**config.mk**
```make
export PLATFORM = sky130hd
export DESIGN_NAME = care_scheduler
export DESIGN_NICKNAME = d
export VERILOG_FILES = /design/src/rtl/care_scheduler.sv
export SDC_FILE = /design/constraint.sdc
export NUM_CORES = 1
export LEC_CHECK = 0
export ABC_AREA = 0
export CAP_MARGIN = 20
export CORE_MARGIN = 2
export CORE_UTILIZATION = 55
export DETAILED_ROUTE_END_ITERATION = 12
export HOLD_SLACK_MARGIN = 0.05
export PLACE_DENSITY = 0.78
export SYNTH_ARGS = -nofsm -noshare
export SYNTH_HDL_FRONTEND = slang
export SYNTH_SLANG_ARGS = --single-unit
```
**constraint.sdc**
```tcl
create_clock -name clk -period 6.1 [get_ports clk]
set_clock_uncertainty 0.05 [all_clocks]
set_input_delay 1.22 -clock clk [delete_from_list [all_inputs] [get_ports clk]]
set_output_delay 1.22 -clock clk [all_outputs]
set_load 0.1 [all_outputs]
```
**src/rtl/care_scheduler.sv**
```systemverilog
// care_scheduler: round-robin care action sequencer for the stats block.
// Also generates the decay tick and the 0-5 random stat selector.
module care_scheduler #(
  parameter int TICK_PERIOD    = 27_000_000,
  parameter int STEPS          = 4,
  parameter int GAP_CYCLES     = 2_700_000,
  parameter int COOLDOWN_TICKS = 3
) (
  input  logic       clk,
  input  logic       rst_n,
  input  logic [5:0] req_i,
  input  logic       pause_i,
  output logic [7:0] act_o,
  output logic       tick_o,
  output logic [2:0] rand_o,
  output logic       busy_o,
  output logic [2:0] active_o,
  output logic [5:0] cooldown_o,
  output logic       drop_o
);

  localparam int TW = (TICK_PERIOD > 1) ? $clog2(TICK_PERIOD) : 1;
  localparam int SW = (STEPS > 1) ? $clog2(STEPS + 1) : 1;
  localparam int GW = (GAP_CYCLES > 2) ? $clog2(GAP_CYCLES - 1) : 1;
  localparam int CW = $clog2(COOLDOWN_TICKS + 1);

  typedef enum logic [1:0] {
    IDLE,
    APPLY,
    GAP
  } state_t;

  state_t          state_q, state_d;
  logic [5:0]      pending_q;
  logic [2:0]      last_q;
  logic [2:0]      active_q;
  logic [SW-1:0]   step_q;
  logic [GW-1:0]   gap_q;
  logic [TW-1:0]   tick_cnt_q;
  logic [7:0]      lfsr_q;
  logic [2:0]      rand_q;
  logic [CW-1:0]   cd_q [6];
  logic            drop_q;

  logic            tick;
  logic            busy;
  logic            grant;
  logic            finish;
  logic            grant_valid;
  logic [2:0]      grant_idx;
  logic [5:0]      grant_mask;
  logic [5:0]      active_mask;
  logic [5:0]      cool;
  logic [5:0]      eligible;
  logic [2:0]      lsel;

  assign tick = (tick_cnt_q == TW'(TICK_PERIOD - 1)) && !pause_i;
  assign busy = (state_q != IDLE);
  assign lsel = lfsr_q[2:0];

  always_comb begin
    cool        = '0;
    active_mask = '0;
    for (int i = 0; i < 6; i++) begin
      cool[i]        = (cd_q[i] != '0);
      active_mask[i] = busy && (active_q == 3'(i));
    end
  end

  assign eligible = ~cool & ~pending_q & ~active_mask;

  // Search starts just after the last granted index and wraps.
  always_comb begin
    int j;
    j           = 0;
    grant_valid = 1'b0;
    grant_idx   = 3'd0;
    for (int k = 1; k <= 6; k++) begin
      j = (int'(last_q) + k) % 6;
      if (!grant_valid && pending_q[j]) begin
        grant_valid = 1'b1;
        grant_idx   = 3'(j);
      end
    end
  end

  always_comb begin
    state_d = state_q;
    grant   = 1'b0;
    finish  = 1'b0;
    unique case (state_q)
      IDLE: begin
        if (grant_valid && !pause_i) begin
          grant   = 1'b1;
          state_d = APPLY;
        end
      end
      APPLY: begin
        if (step_q == SW'(STEPS - 1)) begin
          finish  = 1'b1;
          state_d = IDLE;
        end else begin
          state_d = GAP;
        end
      end
      GAP: begin
        if (gap_q == GW'(GAP_CYCLES - 2)) state_d = APPLY;
      end
      default: state_d = IDLE;
    endcase
  end

  assign grant_mask = grant ? (6'b000001 << grant_idx) : 6'b000000;

  always_ff @(posedge clk or negedge rst_n) begin
    if (!rst_n) begin
      state_q   <= IDLE;
      pending_q <= '0;
      last_q    <= 3'd5;
      active_q  <= 3'd0;
      step_q    <= '0;
      gap_q     <= '0;
      drop_q    <= 1'b0;
    end else begin
      state_q   <= state_d;
      pending_q <= (pending_q | (req_i & eligible)) & ~grant_mask;
      drop_q    <= |(req_i & ~eligible);
      if (grant) begin
        last_q   <= grant_idx;
        active_q <= grant_idx;
        step_q   <= '0;
      end else if (state_q == APPLY) begin
        step_q <= step_q + 1'b1;
      end
      if (state_q == APPLY) gap_q <= '0;
      else if (state_q == GAP) gap_q <= gap_q + 1'b1;
    end
  end

  always_ff @(posedge clk or negedge rst_n) begin
    if (!rst_n) begin
      tick_cnt_q <= '0;
      lfsr_q     <= 8'hA5;
      rand_q     <= 3'd0;
    end else begin
      lfsr_q <= {lfsr_q[6:0], lfsr_q[7] ^ lfsr_q[5] ^ lfsr_q[4] ^ lfsr_q[3]};
      if (!pause_i) begin
        if (tick_cnt_q == TW'(TICK_PERIOD - 1)) tick_cnt_q <= '0;
        else tick_cnt_q <= tick_cnt_q + 1'b1;
      end
      if (tick) rand_q <= (lsel >= 3'd6) ? lsel - 3'd6 : lsel;
    end
  end

  // A completing burst reloads its cooldown even on a tick cycle.
  always_ff @(posedge clk or negedge rst_n) begin
    if (!rst_n) begin
      for (int i = 0; i < 6; i++) cd_q[i] <= '0;
    end else begin
      for (int i = 0; i < 6; i++) begin
        if (finish && active_q == 3'(i)) cd_q[i] <= CW'(COOLDOWN_TICKS);
        else if (tick && cd_q[i] != '0) cd_q[i] <= cd_q[i] - 1'b1;
      end
    end
  end

  always_comb begin
    act_o = 8'h00;
    for (int i = 0; i < 6; i++) begin
      act_o[i] = (state_q == APPLY) && (active_q == 3'(i));
    end
  end

  assign tick_o     = tick;
  assign rand_o     = rand_q;
  assign busy_o     = busy;
  assign active_o   = active_q;
  assign cooldown_o = cool;
  assign drop_o     = drop_q;

endmodule

```
==> results.py, run 1 <==
metrics = {
    "min_path": {
        "hold-path-endpoint": "lfsr_q[7]$_DFF_PN1_",
        "min_path_type": "register to register",
        "min_from": "lfsr_q[6]$_DFF_PN0_",
        "min_path_cells": 0,
    },
    "placed_design": {
        "hpwl_um": 8570,
        "gp_congestion": 0.830,
        "io_buffers": 29,
    },
    "setup_path": {
        "cp-start-kind": "register",
        "r2r_slack_ns": 1.81,
        "criticalPathCategory": "register to register",
        "path_max_fanout": 16,
        "cp_data_required_time_ns": 6.29,
        "reg2reg_to": "active_o[2]$_DFFE_PN0P_",
        "worst_setup_path_end_kind": "register",
        "reg2reg_from": "last_q[1]$_DFFE_PN0P_",
        "arrival_ns": 4.48,
        "ff2ff_path_depth": 13,
    },
    "floorplanning": {
        "num_rows": 36,
        "die-area_um2": 10700,
        "core_um2": 9680,
        "fp.dieW_um": 104,
        "die_h_um": 104,
        "io_pins": 32,
        "start_util_pct": 56.3,
    },
    "final_layout": {
        "num_antenna_cells": 0,
        "seq_area_um2": 2180,
        "drive_above_1_share_pct": 8.28,
        "n_fill_cell": 810,
        "fin_nets": 645,
        "area_growth_pct": 10.6,
        "multiInputGateArea_um2": 3000,
    },
    "grt": {
        "grt_max_degree": 88,
        "globalRouteOverflowTotal": 0,
        "antenna_found_initial": 0,
        "grt_pass1_wl_um": 19900,
        "grt_pass1_vias": 4259,
        "grt_use_total_pct": 22.3,
    },
    "logic_synthesis": {
        "ys_ff_latch": 87,
        "synth_edf_count": 0,
        "netlist.area_leader.share_pct": 37.2,
        "synth_cells": 590,
        "synth_top_cell_by_area": "dfrtp_1",
        "synth-main-ff-cell": "dfrtp_1",
        "yosysUniqueCellTypes": 73,
        "syn_area_um2": 5450,
        "synthArstFlopShare_pct": 100,
        "synth.avg_cell_area_um2": 9.23,
        "yosys_warnings": 0,
        "synth_area_leaders": "dfrtp_1 (37%), ha_1 (5.7%), nand2_1 (4.4%)",
        "ys_seq_area_share_pct": 40.1,
    },
    "clocking": {
        "clkTransAtPathRegs_ns": 0.08,
        "postCtsSetupBuffers": 0,
        "cts_max_path_buffers": 2,
        "tritoncts": "built",
        "cts_max_level": 3,
        "ctsHoldBuffers": 0,
        "ctsResizeCount": 0,
        "cts_sinks": 87,
        "numCtsBuffers": 9,
        "cts_root_buffer": "clkbuf_8",
        "worstSkewPairLatency_ns": 0.35,
    },
    "detailed_routing": {
        "via_per_inst": 5.94,
        "routedWlPerCell_um": 15.6,
        "routed-via-count": 4446,
        "drc": 0,
        "drtPass1Iterations": 5,
        "drt_iter0_drc": 254,
        "ant_nets": 0,
        "wl_um": 11700,
    },
    "sta": {
        "finalSetupTns_ns": 0,
        "worst_pin_slew_ns": 0.990,
        "rsz0062_at_grt": "false",
        "max_freq_mhz": 233,
        "slew_headroom_pct": 33.8,
        "hold_viol": 0,
        "report.final.slew_viol_count": 0,
        "post-route-period-util_pct": 70.3,
        "finalSetupViolations": 0,
        "min_period_ns": 4.29,
    },
    "power_and_ir_drop": {
        "total_power_w": 0.00119,
        "ir_drop_uv": 146,
        "powerDensity_nw_per_um2": 197,
        "leakagePower_nw": 2.63,
    },
    "outcome": {
        "outcome": "complete, no violations",
    },
    "job": {
        "maxCapViolCount": 0,
    },
}
[cells by family after synthesis]
logic type	count (synthesis)	synth area share [%]
DFF	87	40.1
and+or+nand+nor	243	22.4
muxes	24	5.90
other	1	0.0688
AOI/OAI and AO/OA	105	13.3
xor gates and xnor gates	45	7.58
adders and majority gates	25	5.74
buffers and inverters	60	4.89
[sequential cells by signal, summed over array words and instances (netlist names)]
register,flops
active_o,2
cd_q,12
drop_o,1
gap_q,22
last_q,3
lfsr_q,8
pending_q,6
rand_o,3
state_q,2
step_q,3
tick_cnt_q,25
[per-layer routing]
layer,vias up,global-route usage [%],share of wire (%)
li1,2119,-,-
met1,2195,30.5,47
met2,114,36.4,47
met3,18,4.72,5.1
met4,0,5.69,1.7
met5,-,0,0
[worst max-delay path, stage by stage (launching register included)]
cell and delay (ns):
dfrtp_1 0.68, inv_1 0.27, ha_1 0.36, a21oi_2 0.30, inv_2 0.11, ha_1 0.29
nand2b_1 0.19, o211ai_1 0.36, o32a_1 0.25, a22o_1 0.22, a21oi_4 0.09, a31oi_1 0.31
and2_1 0.38, mux2_4 0.33
[stage by stage]
stage               worst slack (ns)  area [um^2]  hold WS (ns)  utilization [%]  instances
floorplan                       1.58         5450         0.283                -        591
CTS                             1.86         6000         0.316             61.9        748
detailed placement              1.90         5790         0.293             59.8        732
global route                    1.58         6020         0.332             62.2        749
finish                          1.81         6020         0.313             62.2        749
global placement                1.94         5790         0.292             59.8        732
[power by group]
group	internal (W)	leakage, nW	switching [W]
logic	0.0000566	1.46	0.0000875
registers	0.000601	1.07	0.0000309
clock network	0.000213	0.0992	0.000201
total	0.000871	2.63	0.000319
[worst max path at each step]
stage | startpoint | end | slack [ns] | cells after the start
2_1_floorplan | state_q[1]$_DFFE_PN0P_ | act_o[0] | 1.58 | 6
3_3_place_gp | pause_i | tick_o | 1.94 | 5
3_5_place_dp | last_q[0]$_DFFE_PN1P_ | active_o[2]$_DFFE_PN0P_ | 1.90 | 13
4_1_cts | last_q[0]$_DFFE_PN1P_ | active_o[2]$_DFFE_PN0P_ | 1.86 | 13
5_1_grt | last_q[0]$_DFFE_PN1P_ | active_o[2]$_DFFE_PN0P_ | 1.58 | 13
6_report | last_q[1]$_DFFE_PN0P_ | active_o[2]$_DFFE_PN0P_ | 1.81 | 13
[Yosys cell counts, types with 3 or more instances]
cell type  number
dfrtp_1        81
nand2_1        64
nor2_1         61
inv_1          36
o21ai_0        31
nand3_1        30
xor2_1         27
ha_1           25
xnor2_1        17
a21oi_1        15
nand4_1        15
clkbuf_1       12
nor3_1         12
a31oi_1        11
mux2i_1        10
nand2b_1        8
or3_1           8
and2_1          7
mux2_2          7
and3_1          6
and4_1          6
dfstp_2         6
a211oi_1        4
buf_4           4
mux4_2          4
o22ai_1         4
a22o_1          3
a2bb2oi_1       3
buf_2           3
buf_6           3
nand3b_1        3
nand4b_1        3
nor2b_1         3
nor3b_1         3
nor4b_1         3
o211ai_1        3
o311ai_1        3
[area by class of cell]
class / count / area share, %
tap: 133 / 2.76
multi-input combinational: 444 / 49.8
timing repair buffer: 31 / 5.32
inverter: 38 / 2.37
sequential: 87 / 36.3
clock inverter: 4 / 0.893
clock buffer: 12 / 2.58
[placed cells by master, fill, tap and decap left out, types with 4 or more instances in the layout]
| cell type | instances |
|---|---|
| xnor2_1 | 17 |
| mux4_2 | 4 |
| mux2i_1 | 10 |
| or3_1 | 8 |
| o22ai_1 | 4 |
| and2_1 | 7 |
| a21oi_1 | 15 |
| a31oi_1 | 11 |
| clkbuf_8 | 11 |
| nor2_1 | 61 |
| dfrtp_1 | 81 |
| nor3_1 | 12 |
| clkdlybuf4s50_1 | 27 |
| inv_1 | 36 |
| dfstp_2 | 6 |
| nand3_1 | 30 |
| and4_1 | 6 |
| nand4_1 | 15 |
| ha_1 | 25 |
| mux2_2 | 7 |
| nand2b_1 | 8 |
| xor2_1 | 27 |
| nand2_1 | 64 |
| o21ai_0 | 31 |
| a211oi_1 | 4 |
| and3_1 | 6 |
No activity file was read; power rests on OpenSTA's default activity.
==> run 2, diff against run 1 <==
PLACE_DENSITY = 0.81   (was 0.78)
clock period = 3.8 ns   (was 6.1 ns; I/O delays follow)
==> run 2 against run 1 <==
Die area is the same. Final cell count rose by 2.0%. Total power rose by 68%. Design area up 2.7%. Worst hold slack worse by 0.076 ns. Critical path type unchanged. Largest cell class unchanged. Highest routed layer unchanged.
==> results.py, run 2 (synthesized netlist as in run 1, its figures left out) <==
metrics = {
    "grt": {
        "antenna_found_initial": 0,
        "grt_pass1_vias": 4461,
        "grt_pass1_wl_um": 20900,
        "grt_max_degree": 88,
        "grt_use_total_pct": 23.5,
        "globalRouteOverflowTotal": 0,
    },
    "clocking": {
        "cts_max_level": 3,
        "cts_root_buffer": "clkbuf_8",
        "tritoncts": "built",
        "cts_sinks": 87,
        "numCtsBuffers": 9,
        "worstSkewPairLatency_ns": 0.35,
        "cts_max_path_buffers": 2,
        "clkTransAtPathRegs_ns": 0.09,
    },
    "power_and_ir_drop": {
        "p_switching_w": 0.000523,
        "total_power_w": 0.00200,
        "p_int_w": 0.00147,
        "p_clk_share_pct": 36.9,
        "powerDensity_nw_per_um2": 323,
        "ir_drop_uv": 221,
        "pwr-share-comb_pct": 12.5,
        "switching_share_pct": 26.2,
        "leakagePower_nw": 2.74,
        "p_seq_share_pct": 50.6,
    },
    "setup_path": {
        "cp-start-kind": "register",
        "worst_setup_path_end_kind": "register",
        "cp_data_required_time_ns": 3.97,
        "criticalPathCategory": "register to register",
        "path_max_fanout": 5,
        "arrival_ns": 3.82,
    },
    "detailed_routing": {
        "ant_nets": 0,
        "drt_iter0_drc": 254,
        "routedWlPerCell_um": 16.0,
        "wl_um": 12200,
        "routed-via-count": 4446,
        "drtPass1Iterations": 5,
        "via_per_inst": 5.82,
        "drc": 0,
    },
    "placed_design": {
        "gp_congestion": 0.902,
        "hpwl_um": 9110,
        "io_buffers": 29,
    },
    "sta": {
        "hold_viol": 0,
        "report.final.slew_viol_count": 0,
        "finalSetupViolations": 0,
        "worst_pin_slew_ns": 0.973,
        "rsz0062_at_grt": "false",
        "post-route-period-util_pct": 96.0,
        "min_period_ns": 3.65,
        "max_freq_mhz": 274,
        "slew_headroom_pct": 34.9,
        "finalSetupTns_ns": 0,
    },
    "final_layout": {
        "top_register": "tick_cnt_q",
        "layout_commonest_cell": "dfrtp_1",
        "n_fill_cell": 765,
        "layout.cells.most_common_list": "dfrtp_1 (80), nand2_1 (64), nor2_1 (61)",
        "seq_area_um2": 2190,
        "num_antenna_cells": 0,
        "area_growth_pct": 13.5,
        "reg_top3": "tick_cnt_q x25, gap_q x22, cd_q x12",
        "fin_nets": 660,
        "largest_register_ff_count": 25,
        "drive_above_1_share_pct": 13.9,
        "multiInputGateArea_um2": 3050,
    },
    "floorplanning": {
        "die_h_um": 104,
        "core_um2": 9680,
        "io_pins": 32,
        "fp.dieW_um": 104,
        "start_util_pct": 56.3,
        "die-area_um2": 10700,
        "num_rows": 36,
    },
    "outcome": {
        "outcome": "complete, no violations",
    },
    "min_path": {
        "min_path_type": "primary input to asynchronous set/reset pin",
    },
    "job": {
        "maxCapViolCount": 0,
    },
}
run 2: cell types whose count changed in the layout (fill, tap and decap cells not counted), moves of 2 or more:
cell	previous run	this run
o21ai_0	31	29
buf_4	3	31
clkinvlp_4	2	0
ha_1	25	23
o21ai_1	2	4
clkdlybuf4s50_1	27	13
run 2: final timing paths:
path                                  startpoint                      to  slack [ns]  cells after the start
setup reg to reg           last_q[2]$_DFFE_PN1P_  pending_q[0]$_DFF_PN0_        0.15                     13
min in group clk             lfsr_q[6]$_DFF_PN0_     lfsr_q[7]$_DFF_PN1_        0.31                      0
setup / recovery           last_q[2]$_DFFE_PN1P_  pending_q[0]$_DFF_PN0_        0.15                     13
hold / removal                             rst_n    gap_q[8]$_DFFE_PN0P_        0.24                      1
max in group asynchronous                  rst_n   last_q[2]$_DFFE_PN1P_        2.81                      2
hold reg to reg              lfsr_q[6]$_DFF_PN0_     lfsr_q[7]$_DFF_PN1_        0.31                      0
run 2: layout make-up:
cell class	count	area share, %
sequential	87	35.4
multi-input combinational	444	49.3
clock inverter	4	1.25
tap	133	2.69
clock buffer	12	2.51
timing repair buffer	46	6.64
inverter	38	2.31
run 2: worst max-delay path, stage by stage, from the launching register on:
cell	delay [ns]
dfstp_2	0.53
inv_1	0.07
ha_1	0.26
a21oi_1	0.25
inv_1	0.08
ha_1	0.24
nor3b_1	0.15
o211a_1	0.23
or3_4	0.38
a211oi_4	0.32
nor2_1	0.13
a311o_1	0.37
a221oi_4	0.30
a31oi_1	0.14
run 2: per-layer routing:
layer | share of wire (%) | vias to the layer above | track usage, %
met2 | 47 | 127 | 37.3
met3 | 5.7 | 22 | 4.97
met1 | 45 | 2146 | 32.0
met5 | 0 | - | 0
li1 | - | 2151 | -
met4 | 2.1 | 0 | 8.49
run 2: power by group through the flow:
stage | combinational [W] | sequential, W | clock [W]
2_1_floorplan | 0.000174 | 0.00102 | 0
3_3_place_gp | 0.000229 | 0.00102 | 0
3_5_place_dp | 0.000237 | 0.00102 | 0
4_1_cts | 0.000238 | 0.00101 | 0.000751
5_1_grt | 0.000276 | 0.00101 | 0.000790
6_report | 0.000250 | 0.00101 | 0.000738
run 2: repair_timing:
item                                    4_1_cts  5_1_grt
setup buffers                                 0        4
gates resized for setup                       0       11
endpoints found under the setup margin        0       14
hold buffers                                  0        0
run 2: stage by stage:
step,hold WS [ns],cell area (um^2),worst slack (ns),util (%),std cells
floorplan,0.283,5460,0.191,-,591
global placement,0.285,5850,0.256,60.4,743
detailed placement,0.296,5850,0.0978,60.4,743
CTS,0.313,6080,0.0821,62.8,759
global route,0.240,6180,0.0124,63.9,764
finish,0.237,6180,0.154,63.9,764
==> variant 1: new RTL, flow settings as in run 1 <==
Re-encode `state_t` (3 states) as one-hot, 3 bits wide.
--- a/src/rtl/care_scheduler.sv
+++ b/src/rtl/care_scheduler.sv
@@ -26,6 +26,6 @@
 
-  typedef enum logic [1:0] {
-    IDLE,
-    APPLY,
-    GAP
+  typedef enum logic [2:0] {
+    IDLE  = 3'b001,
+    APPLY = 3'b010,
+    GAP   = 3'b100
   } state_t;
Function: same outputs for any inputs over 4 cycles, from zero or initial values and one cycle with rst_n low; so few cycles prove little.
==> variant 1 against run 1 <==
- routed wire length is 7.3% lower
- area after synthesis is 3.5% lower
- cell count is 0.13% lower
- final area is 3.5% lower
- worst setup slack worse by 0.12 ns
- sequential cell count is 1 higher
- die area is 3.3% lower
- critical path type is now in2out
Power is not compared: it rests on default switching activity, and its combinational part moved more than twofold at a synthesized area within 25%.
==> variant 1: results <==
run_status:
  status: "finished, final reports clean"
critical_path:
  r2r-end: "pending_q[4]"
  r2r_cells: 11
  worstPathMaxFanout: 21
  setup.worst_path.end: "tick_o"
  crit_path_start: "pause_i"
  rrSetupSlack_ns: 1.79
  cp.arrival_ns: 3.14
  max_stage_delay_ns: 0.62
  r2r_start: "last_q[0]"
  slowest_stage: "clkdlybuf4s50_1"
clock_tree:
  numCtsBuffers: 9
  cts.htree.levels: 3
  cts_setup_buffers: 0
  ctsResizeCount: 0
  max-clock-path-buffers: 2
  clk_transition_reported_paths_ns: 0.10
  clock_latency_ns: 0.37
power_and_ir_drop:
  power_leakage_uw: 0.00256
  p_per_area_nw_per_um2: 333
  vdd_drop_max_uv: 145
synthesis:
  synth_compound_area_share_pct: 14.7
  ys.flop_type: "dfrtp_1"
  synth_area_leaders: "dfrtp_1, o21ai_0, ha_1"
  synth.distinct_cells: 62
  synthXorXnorAreaFrac_pct: 6.45
  synth_mux_area_share_pct: 3.81
  yosysSeqAreaShare_pct: 42.0
  synthAdderAreaFrac_pct: 5.00
  ys_top_cells_by_count: "dfrtp_1, nand2_1, nor2_1"
detailed_routing:
  first_pass_iters: 5
  drt_iter0_markers: 193
  routedWlPerCell_um: 14.5
  vias_per_cell: 5.67
  drc: 0
grt:
  grt_pass1_vias: 4070
  grt_max_degree: 89
  grt_pass1_wl_um: 18700
  grt_usage_pct: 22.5
place:
  io_buffers: 29
  dpl.hpwl_um: 7920
  postPlaceCellArea_sq_um: 5600
  globalplace.congestion: 0.895
worst_hold_path:
  holdCritPathClass: "reg2reg"
finish:
  antennaDiodeCount: 0
  final_nets: 644
  fillCellCount: 775
  top_regs: "tick_cnt_q (25), gap_q (22), cd_q (12)"
  drive_gt1_share_pct: 7.59
sta:
  slew_headroom_pct: 34.4
## variant 1: cell count changes after synthesis, sizes merged, moves of 5 or more
cell | run 1 | this run
mux2i | 11 | 16
nor2b | 3 | 8
xor2 | 28 | 16
inv | 37 | 32
or3 | 9 | 2
o21ai | 33 | 59
nor4 | 1 | 7
mux2 | 9 | 1
## variant 1: report_power, final
group,total [uW],switching [uW],internal [uW],leakage (uW)
registers,760,113,647,0.00111
clock network,387,230,157,0.0000927
logic,791,504,287,0.00135
## variant 1: through the flow
stage	instances	setup slack, ns
after floorplan	593	1.42
after global placement	731	1.74
after detailed placement	731	1.69
after CTS	747	1.68
after global routing	748	1.49
final	748	1.69
## variant 1: worst min-delay path by stage
stage | end | slack, ns | depth (start not counted)
after global placement | lfsr_q[7] | 0.29 | 0
after CTS | lfsr_q[7] | 0.31 | 0
after global routing | lfsr_q[7] | 0.33 | 0
final | lfsr_q[7] | 0.31 | 0
after floorplan | lfsr_q[7] | 0.28 | 0
after detailed placement | lfsr_q[7] | 0.29 | 0
## variant 1: cells by family after synthesis
group           Yosys count
other cells               1
buf+inv                  55
xor+xnor                 37
mux                      17
simple gates            248
flops                    88
compound gates          125
fa+ha+maj                21
## variant 1: worst max-delay path, delay by kind of cell
family	cells	cell delay [ns]
AND/OR/NAND/NOR	3	0.63
buffers and inverters	4	1.29
## variant 1: routing by layer
layer | vias to the layer above | share of wire [%] | track usage, %
met5 | - | 0 | 0
li1 | 2120 | - | -
met2 | 81 | 48 | 37.1
met1 | 2025 | 47 | 30.8
met3 | 17 | 3.6 | 3.45
met4 | 0 | 1.4 | 6.65
## variant 1: layout make-up
class,instances,share of cell area (%)
clock inverter,7,1.08
timing repair buffer,32,5.64
sequential,88,38.0
inverter,33,2.13
clock buffer,9,2.13
tap,129,2.78
multi-input combinational,450,48.2
==> variant 2: new RTL, config.mk and constraints of run 1 <==
Without the edit above. `COOLDOWN_TICKS`: 3 -> 6.
--- a/src/rtl/care_scheduler.sv
+++ b/src/rtl/care_scheduler.sv
@@ -6,3 +6,3 @@
   parameter int GAP_CYCLES     = 2_700_000,
-  parameter int COOLDOWN_TICKS = 3
+  parameter int COOLDOWN_TICKS = 6
 ) (
Check against the original RTL: no difference found for any inputs over 4 cycles, from zero or initial values and one cycle with rst_n low; that may be too few to reach the edited logic, so the function may still have changed.
==> variant 2 against run 1 <==
- sequential share of layout area up 1.3 points
- sequential cell count rose by 6
- non-clock buffer count down 1
- utilization grew 0.84 points
- worst setup slack worse by 0.071 ns
- synthesized cell count is 2.9% higher
- area after synthesis increased by 3.4%
- routed wire length down 1.4%
- critical path depth shrank 8
- final area is 3.2% higher
- cell count rose by 2.1%
- critical endpoint is now tick_o
Power is not compared: it rests on default switching activity, and its combinational part moved more than twofold at a synthesized area within 25%.
==> variant 2: results <==
detailed_routing:
  vias_per_cell: 5.83
  routed_wl_um: 11600
  drt_iter0_markers: 364
  vias: 4461
  first_pass_iters: 6
place:
  globalplace.congestion: 0.923
  place_inst: 749
  dpl.hpwl_um: 8500
  postPlaceCellArea_sq_um: 5990
synthesis:
  synth.distinct_cells: 71
  ys_top_cells_by_count: "dfrtp_1, nor2_1, nand2_1"
  yosysSeqAreaShare_pct: 41.5
  syn_area_per_cell_sq_um: 9.28
  synth_area_leaders: "dfrtp_1, ha_1, nor2_1"
finish:
  regMostFlops: "tick_cnt_q"
  top_regs: "tick_cnt_q (25), gap_q (22), cd_q (18)"
critical_path:
  cp.arrival_ns: 3.09
  worstPathMaxFanout: 32
grt:
  grt_pass1_vias: 4300
  grt_usage_pct: 22.3
  grt_pass1_wl_um: 20200
  antenna_found_initial: 0
  grt_max_degree: 63
sta:
  timing.hold.ws_ns: 0.317
  worst_slew_pin_slew_ns: 0.984
  drv_slew: 0
clock_tree:
  clock_sinks: 93
  ctsResizeCount: 0
  cts_setup_buffers: 0
run_status:
  status: "finished, final reports clean"
-- variant 2: critical path, stage by stage --
cell and delay [ns]:
clkdlybuf4s50_1 0.57, inv_1 0.28, nand2_1 0.16, inv_2 0.46, buf_4 0.40
-- variant 2: worst max-delay path by stage --
| stage | from | endpoint | slack (ns) |
|---|---|---|---|
| 2_1_floorplan | active_o[0] | act_o[1] | 1.58 |
| 3_3_place_gp | pause_i | tick_o | 1.87 |
| 3_5_place_dp | pause_i | tick_o | 1.78 |
| 4_1_cts | pause_i | tick_o | 1.78 |
| 5_1_grt | last_q[1] | active_o[2] | 1.52 |
| 6_report | pause_i | tick_o | 1.74 |
-- variant 2: layer usage --
layer / vias up / GRT usage, % / part of all wire [%]
li1: 2160 / - / -
met1: 2190 / 30.3 / 46
met2: 92 / 36.2 / 48
met3: 19 / 4.05 / 3.2
met4: 0 / 7.05 / 2.0
met5: - / 0 / 0
-- variant 2: kinds of logic (layout without fill, tap and decap cells) --
group	count (synthesis)	in the layout	share of synthesized area, %
simple gates	249	249	21.9
buf+inv	52	76	3.91
mux	18	18	4.11
flops	93	93	41.5
compound gates	111	111	13.5
xor+xnor	52	52	8.09
fa+ha+maj	31	31	6.89
other cells	1	2	0.0666
-- variant 2: where the power goes --
part / total [uW] / internal [uW] / switching (uW)
clock network: 464 / 254 / 210
registers: 665 / 639 / 25.4
logic: 65.6 / 26.3 / 39.4
total: 1190 / 919 / 275
-- variant 2: cell type report --
cell class	instances	area [sq um]
multi-input combinational	463	3080
timing repair buffer	30	293
sequential	93	2330
fill	785	3650
clock buffer	11	151
clock inverter	5	81.3
tap	133	166
inverter	30	113
